## config.mk

```make
export PLATFORM = sky130hd
export DESIGN_NAME = udp_iq_test_source
export DESIGN_NICKNAME = d
export VERILOG_FILES = /design/src/rtl/udp_iq_test_source.sv
export SDC_FILE = /design/constraint.sdc
export NUM_CORES = 1
export LEC_CHECK = 0
export CAP_MARGIN = 20
export CORE_MARGIN = 10
export CORE_UTILIZATION = 25
export CTS_CLUSTER_SIZE = 24
export DETAILED_ROUTE_END_ITERATION = 8
export DONT_BUFFER_PORTS = 1
export SLEW_MARGIN = 20
export SYNTH_ARGS = -nofsm -noshare
export SYNTH_HDL_FRONTEND = slang
export SYNTH_SLANG_ARGS = --single-unit
export TNS_END_PERCENT = 30
```

## constraint.sdc

```tcl
create_clock -name clk -period 4.6 [get_ports clk]
set_input_delay 0.69 -clock clk [delete_from_list [all_inputs] [get_ports clk]]
set_output_delay 0.69 -clock clk [all_outputs]
set_load 0.05 [all_outputs]
```

## src/rtl/udp_iq_test_source.sv

```systemverilog
// I/Q test-pattern source: ramp / sawtooth NCO / full-scale / pass-through, decimated,
// scaled and buffered in a FWFT FIFO with packet framing. Optional macro: UDP_SRC_ROUND_EN.
module udp_iq_test_source #(
    parameter int W       = 16,
    parameter int DEPTH   = 8,
    parameter int PKT_LEN = 256
) (
    input  logic             clk,
    input  logic             rst_n,
    input  logic             clk_en,
    input  logic [1:0]       mode,
    input  logic [31:0]      phase_inc,
    input  logic [3:0]       shift,
    input  logic [15:0]      decim,
    input  logic [W-1:0]     ext_i,
    input  logic [W-1:0]     ext_q,
    input  logic             ext_valid,
    output logic [2*W-1:0]   out_dat,
    output logic             out_valid,
    input  logic             out_ready,
    output logic             out_last,
    output logic [15:0]      drop_cnt
);

    localparam int AW = $clog2(DEPTH);
    localparam int CW = AW + 1;
    localparam int PW = (PKT_LEN > 1) ? $clog2(PKT_LEN) : 1;

    localparam logic [W-1:0] FS_POS  = {1'b0, {(W-1){1'b1}}};
    localparam logic [W-1:0] FS_NEG  = {1'b1, {(W-1){1'b0}}};
    localparam logic [W-1:0] QUARTER = {2'b01, {(W-2){1'b0}}};

`ifdef UDP_SRC_ROUND_EN
    localparam logic signed [W+1:0] SAT_MAX = {3'b000, {(W-1){1'b1}}};
    localparam logic signed [W+1:0] SAT_MIN = {3'b111, {(W-1){1'b0}}};

    // Round-half-up, arithmetic shift, then clamp back into W bits.
    function automatic logic [W-1:0] scale_f(input logic [W-1:0] x, input logic [3:0] sh);
        logic signed [W+1:0] ext_v;
        logic signed [W+1:0] rnd_v;
        logic signed [W+1:0] res_v;
        ext_v = {{2{x[W-1]}}, x};
        if (sh == 4'd0) begin
            rnd_v = '0;
        end else begin
            rnd_v = {{(W+1){1'b0}}, 1'b1} << (sh - 4'd1);
        end
        res_v = (ext_v + rnd_v) >>> sh;
        if (res_v > SAT_MAX) begin
            scale_f = FS_POS;
        end else if (res_v < SAT_MIN) begin
            scale_f = FS_NEG;
        end else begin
            scale_f = res_v[W-1:0];
        end
    endfunction
`else
    // Plain truncating arithmetic shift.
    function automatic logic [W-1:0] scale_f(input logic [W-1:0] x, input logic [3:0] sh);
        scale_f = W'($signed(x) >>> sh);
    endfunction
`endif

    logic [15:0]        dec_q, dec_d;
    logic [W-1:0]       ramp_q, ramp_d;
    logic [31:0]        phase_q, phase_d;
    logic               stg_vld_q, stg_vld_d;
    logic [2*W-1:0]     stg_dat_q, stg_dat_d;
    logic [2*W:0]       mem_q [DEPTH];
    logic [AW-1:0]      wr_ptr_q, wr_ptr_d;
    logic [AW-1:0]      rd_ptr_q, rd_ptr_d;
    logic [CW-1:0]      cnt_q, cnt_d;
    logic               out_valid_q, out_valid_d;
    logic [PW-1:0]      pkt_q, pkt_d;
    logic [15:0]        drop_q, drop_d;

    logic               strobe_s;
    logic [W-1:0]       raw_i_s, raw_q_s;
    logic               pop_s, push_s, drop_s, full_s, last_s;

    // Sample strobe generation and decimator next state.
    always_comb begin
        strobe_s = 1'b0;
        dec_d    = dec_q;
        if (mode == 2'd3) begin
            strobe_s = clk_en & ext_valid;
            dec_d    = 16'd0;
        end else if (clk_en) begin
            if (dec_q >= decim) begin
                strobe_s = 1'b1;
                dec_d    = 16'd0;
            end else begin
                dec_d    = dec_q + 16'd1;
            end
        end else begin
            dec_d = dec_q;
        end
    end

    // Pattern selection, pattern state advance and the scaling stage input.
    always_comb begin
        raw_i_s = '0;
        raw_q_s = '0;
        case (mode)
            2'd0: begin
                raw_i_s = ramp_q;
                raw_q_s = ramp_q;
            end
            2'd1: begin
                raw_i_s = phase_q[31 -: W];
                raw_q_s = phase_q[31 -: W] + QUARTER;
            end
            2'd2: begin
                raw_i_s = FS_POS;
                raw_q_s = FS_NEG;
            end
            2'd3: begin
                raw_i_s = ext_i;
                raw_q_s = ext_q;
            end
            default: begin
                raw_i_s = '0;
                raw_q_s = '0;
            end
        endcase

        if (strobe_s && (mode == 2'd0)) begin
            ramp_d = ramp_q + {{(W-1){1'b0}}, 1'b1};
        end else begin
            ramp_d = ramp_q;
        end

        // The NCO free-runs on the sample clock so decimation does not distort its rate.
        if (clk_en) begin
            phase_d = phase_q + phase_inc;
        end else begin
            phase_d = phase_q;
        end

        stg_vld_d = strobe_s;
        if (strobe_s) begin
            stg_dat_d = {scale_f(raw_i_s, shift), scale_f(raw_q_s, shift)};
        end else begin
            stg_dat_d = stg_dat_q;
        end
    end

    // FIFO bookkeeping, packet framing and drop accounting.
    always_comb begin
        pop_s  = out_valid_q & out_ready;
        full_s = (cnt_q == CW'(DEPTH));
        push_s = stg_vld_q & (~full_s | pop_s);
        drop_s = stg_vld_q & full_s & ~pop_s;
        last_s = (pkt_q == PW'(PKT_LEN - 1));

        case ({push_s, pop_s})
            2'b10:   cnt_d = cnt_q + CW'(1);
            2'b01:   cnt_d = cnt_q - CW'(1);
            default: cnt_d = cnt_q;
        endcase
        out_valid_d = (cnt_d != '0);

        if (push_s) begin
            wr_ptr_d = wr_ptr_q + AW'(1);
        end else begin
            wr_ptr_d = wr_ptr_q;
        end

        if (pop_s) begin
            rd_ptr_d = rd_ptr_q + AW'(1);
        end else begin
            rd_ptr_d = rd_ptr_q;
        end

        if (push_s && last_s) begin
            pkt_d = '0;
        end else if (push_s) begin
            pkt_d = pkt_q + PW'(1);
        end else begin
            pkt_d = pkt_q;
        end

        if (drop_s && (drop_q != 16'hFFFF)) begin
            drop_d = drop_q + 16'd1;
        end else begin
            drop_d = drop_q;
        end
    end

    // State registers, including the FIFO storage (cleared so the idle head reads zero).
    always_ff @(posedge clk or negedge rst_n) begin
        if (!rst_n) begin
            dec_q       <= 16'd0;
            ramp_q      <= '0;
            phase_q     <= 32'd0;
            stg_vld_q   <= 1'b0;
            stg_dat_q   <= '0;
            wr_ptr_q    <= '0;
            rd_ptr_q    <= '0;
            cnt_q       <= '0;
            out_valid_q <= 1'b0;
            pkt_q       <= '0;
            drop_q      <= 16'd0;
            for (int i = 0; i < DEPTH; i++) begin
                mem_q[i] <= '0;
            end
        end else begin
            dec_q       <= dec_d;
            ramp_q      <= ramp_d;
            phase_q     <= phase_d;
            stg_vld_q   <= stg_vld_d;
            stg_dat_q   <= stg_dat_d;
            wr_ptr_q    <= wr_ptr_d;
            rd_ptr_q    <= rd_ptr_d;
            cnt_q       <= cnt_d;
            out_valid_q <= out_valid_d;
            pkt_q       <= pkt_d;
            drop_q      <= drop_d;
            if (push_s) begin
                mem_q[wr_ptr_q] <= {last_s, stg_dat_q};
            end
        end
    end

    assign out_dat   = mem_q[rd_ptr_q][2*W-1:0];
    assign out_last  = mem_q[rd_ptr_q][2*W];
    assign out_valid = out_valid_q;
    assign drop_cnt  = drop_q;

endmodule

```

==> summary.md <==
| Metric | Value |
|---|---|
| Synthesized area per cell | `12.6 sq um` |
| Top-level port count | `141` |
| Number of enable flip-flop cells after synthesis | `0` |
| Total wirelength of the detailed-routed design | `56000 um` |
| Class of the worst hold path | `in2async` |
| Via count of the first global-routing pass | `14500` |
| Pins Over Slew Limit | `0` |
| Die outline width | `312 um` |
| Pin count of the biggest net entering global routing | `397` |
| Share of final-layout standard cells stronger than drive strength 1 | `30.9%` |
| CTS tree | `yes` |
| Delay of the slowest cell on the worst path | `0.65 ns` |
| Cell with the biggest individual delay on the critical path | `dfrtp_1` |
| Top_reg_cell synth | `dfrtp_1` |
| Vert. Die Dim | `312 um` |
| Post-synth ARST share | `100%` |
| Clk slew on worst S/H paths | `0.06 ns` |
| Netlist area before placement | `21400 sq um` |
| Number of maximum-capacitance constraint violations | `0` |
| Via density | `4.83` |
| Post-route insts no fill | `2860` |
| Fin Clk Skew | `0.0324 ns` |
| Resized Gates After CTS | `0` |
| Final weighted congestion in routability-driven placement | `0.838` |
| Flop-to-flop setup slack | `0.79 ns` |
| Power per Cell Area | `622 nW/um^2` |
| Detailed-route wire length per cell | `19.6 um` |
| Final clock period utilization by the worst path | `82.7%` |
| Highest clock rate | `263 MHz` |
| Largest fanout on the critical path | `14` |
| Global-route total usage across every layer | `11.2%` |
| CTS root buffer | `clkbuf_16` |
| DIE AREA | `97600 sq um` |
| Number of placed instances with taps included | `2773` |
| Endpoint type of the worst setup path | `flop` |
| Synth warn | `0` |
| Placeable core region | `85000 sq um` |
| Startpoint-to-endpoint class of the critical path | `reg2reg` |
| Detailed-routing iteration count for the pre-antenna-repair pass | `5` |
| Number of instances in the synthesized netlist | `1703` |
| Worst EP arrival | `4.26 ns` |
| Count of endpoints failing hold in the final timing report | `0` |
| # DRC | `0` |
| Unrepaired setup endpoints after global routing | `no` |
| Fillcell total | `8560` |
| Nets in the synthesized netlist | `1851` |
| Summed negative setup slack over all endpoints | `0 ns` |
| Status | `finished clean` |
| Antenna viol nets, final | `0` |
| Static power due to leakage | `0.0108 uW` |
| Num CTS Buffers | `44` |
| Area growth from synthesis to layout | `13.0%` |
| Overflow left after global routing | `0` |
| Worst reg-to-reg path cell count | `12` |
| Number of I/O port buffers | `0` |
| H-Tree Level Count | `2` |
| Worst flop-to-flop path startpoint | `out_valid` |
| Total vias in the final route | `13800` |
| Post-CTS setup buffers | `0` |
| Dpl hpwl | `39200 um` |
| Worst Tran Pin Value | `1.12 ns` |
| Number of flip-flops and latches in the synthesized netlist | `396` |
| DP Area | `22600 sq um` |
| Sequential-to-total area share from yosys stat | `46.4%` |
| Insertion delay of the later-clocked pin in the worst-skew pair | `0.60 ns` |
| Worst Setup Start Kind | `flop` |
| Initial detailed-routing violation count | `980` |
| Power consumption | `15000 uW` |
| Relative slew margins | `25.2%` |
| Longest Clk Path Bufs | `3` |
| Netlist cell types | `78` |
| Starting Density | `25.1%` |
| Net count of the finished layout | `1826` |
| Global-route wire length before repair | `87400 um` |
| Antenna violations before repair | `12` |
| Crit path time final | `3.81 ns` |
| Site row count | `107` |
| Launch point of the critical path | `out_valid` |
| Clock Sink Count | `396` |
| Capture instance of the worst register-to-register path | `out_valid` |
| Series of cell instances along the critical path | `nand2_1 -> nand3_1 -> and2_1 -> inv_1 -> ha_1 -> xor2_1 -> ha_1 -> a21oi_1 -> xnor2_1 -> nand2b_1 -> xnor2_1 -> or4_1` |
| Critical Path RT | `5.06 ns` |
| Total of endpoints with negative setup slack in the final report | `0` |
| Max rail drop VDD | `0.000392 V` |
| Non-Filler Cell Area, Final | `24200 sq um` |
[through the flow]
| step | hold slack [ns] | worst slack [ns] | util (%) |
|---|---|---|---|
| finish | 0.00594 | 0.794 | 28.4 |
| global route | 0.00804 | 0.526 | 28.4 |
| CTS | -0.198 | 0.795 | 28.3 |
| detailed placement | 0.430 | 0.817 | 26.6 |
| global placement | 0.435 | 0.859 | 26.6 |
| floorplan | 0.394 | 1.42 | - |
[where the power goes]
part           switching (uW)  internal [uW]
sequential               1190           4660
clock                    1500           2040
combinational            2960           2680
total                    5650           9380
[layer usage]
metal  routed length, um  global-route usage (%)
met1               24200                    14.4
met2               26700                    18.3
met3                4050                    3.25
met4                 972                    2.72
met5                  82                       0
[worst max-delay path: cells and delay by family (launching register included)]
kind,cells,cell delay (ns)
AND/OR/NAND/NOR,5,1.41
flip-flops,1,0.65
adder cells (fa/ha/maj),2,0.58
AO/OA/AOI/OAI,1,0.14
buffers and inverters,1,0.41
XOR/XNOR,3,0.48
[layout make-up]
| cell class | instances | area [sq um] | area share, % |
|---|---|---|---|
| Inverter | 32 | 120 | 0.497 |
| Tap cell | 1144 | 1430 | 5.92 |
| Clock buffer | 65 | 1270 | 5.26 |
| Sequential cell | 396 | 9920 | 41.0 |
| Antenna cell | 6 | 15.0 | 0.0621 |
| Clock inverter | 13 | 194 | 0.803 |
| Multi-Input combinational cell | 1176 | 10900 | 45.2 |
| Timing Repair Buffer | 28 | 283 | 1.17 |
[flip-flops by register name, indices dropped and copies added, names as in the netlist]
signal     flops
rd_ptr_q       3
mem_q        264
dec_q         16
ramp_q        16
phase_q       32
stg_vld_q      1
pkt_q          8
wr_ptr_q       3
drop_cnt      16
out_valid      1
stg_dat_q     32
cnt_q          4
[cells in the final DEF, fill, tap and decap left out, drive strengths merged, types with 4 or more instances in the layout]
master / n
o22ai: 14
nor4b: 5
nand2: 88
xor2: 29
a21o: 27
clkinv: 11
clkbuf: 65
a22o: 17
nand2b: 21
buf: 28
a31oi: 16
mux2i: 40
o21bai: 6
inv: 32
ha: 56
xnor2: 38
nand3: 26
nor2: 56
mux4: 77
a21oi: 69
nand4: 16
o21ai: 75
o31ai: 7
mux2: 365
nor2b: 5
o211ai: 11
nor3: 17
a211oi: 19
diode: 6
and2: 8
and4: 4
dfrtp: 396
and3: 17
[cells in the mapped netlist (all sizes together) (7+ instances only)]
library cell	n	area share [%]
nand2	88	1.6
nand2b	21	0.61
a21oi	69	1.7
a31oi	16	0.47
a22o	17	0.70
nand3	26	0.63
nand4	16	0.47
mux2i	40	1.9
dfrtp	396	46
and2	8	0.23
ha	56	3.3
xnor2	38	1.6
o22ai	14	0.41
clkbuf	54	0.95
a21o	27	0.95
and3	17	0.50
buf	45	1.1
o211ai	11	0.47
mux2	365	19
o21ai	75	1.8
inv	32	0.56
nor3	17	0.42
nor2	56	1.0
a211oi	19	0.71
mux4	77	8.1
o31ai	7	0.25
xor2	29	1.2
[worst max-delay path by stage]
| stage | slack [ns] | endpoint | cells past startpoint |
|---|---|---|---|
| 6_report | 0.79 | out_valid | 12 |
| 5_1_grt | 0.53 | out_valid | 12 |
| 4_1_cts | 0.80 | out_valid | 12 |
| 3_5_place_dp | 0.82 | out_valid | 12 |
| 3_3_place_gp | 0.86 | out_valid | 12 |
| 2_1_floorplan | 1.42 | out_valid | 13 |
[cells by family (layout without fill, tap and decap cells)]
| kind of cell | count (synthesis) | after routing | synth area share (%) |
|---|---|---|---|
| DFF | 396 | 396 | 46.4 |
| other | 0 | 6 | 0 |
| muxes | 482 | 482 | 29.3 |
| xor gates and xnor gates | 67 | 67 | 2.75 |
| adders and majority gates | 57 | 57 | 3.37 |
| AOI/OAI and AO/OA | 289 | 289 | 8.93 |
| and+or+nand+nor | 281 | 281 | 6.68 |
| buffers and inverters | 131 | 138 | 2.65 |
No activity file was read; power rests on OpenSTA's default activity.
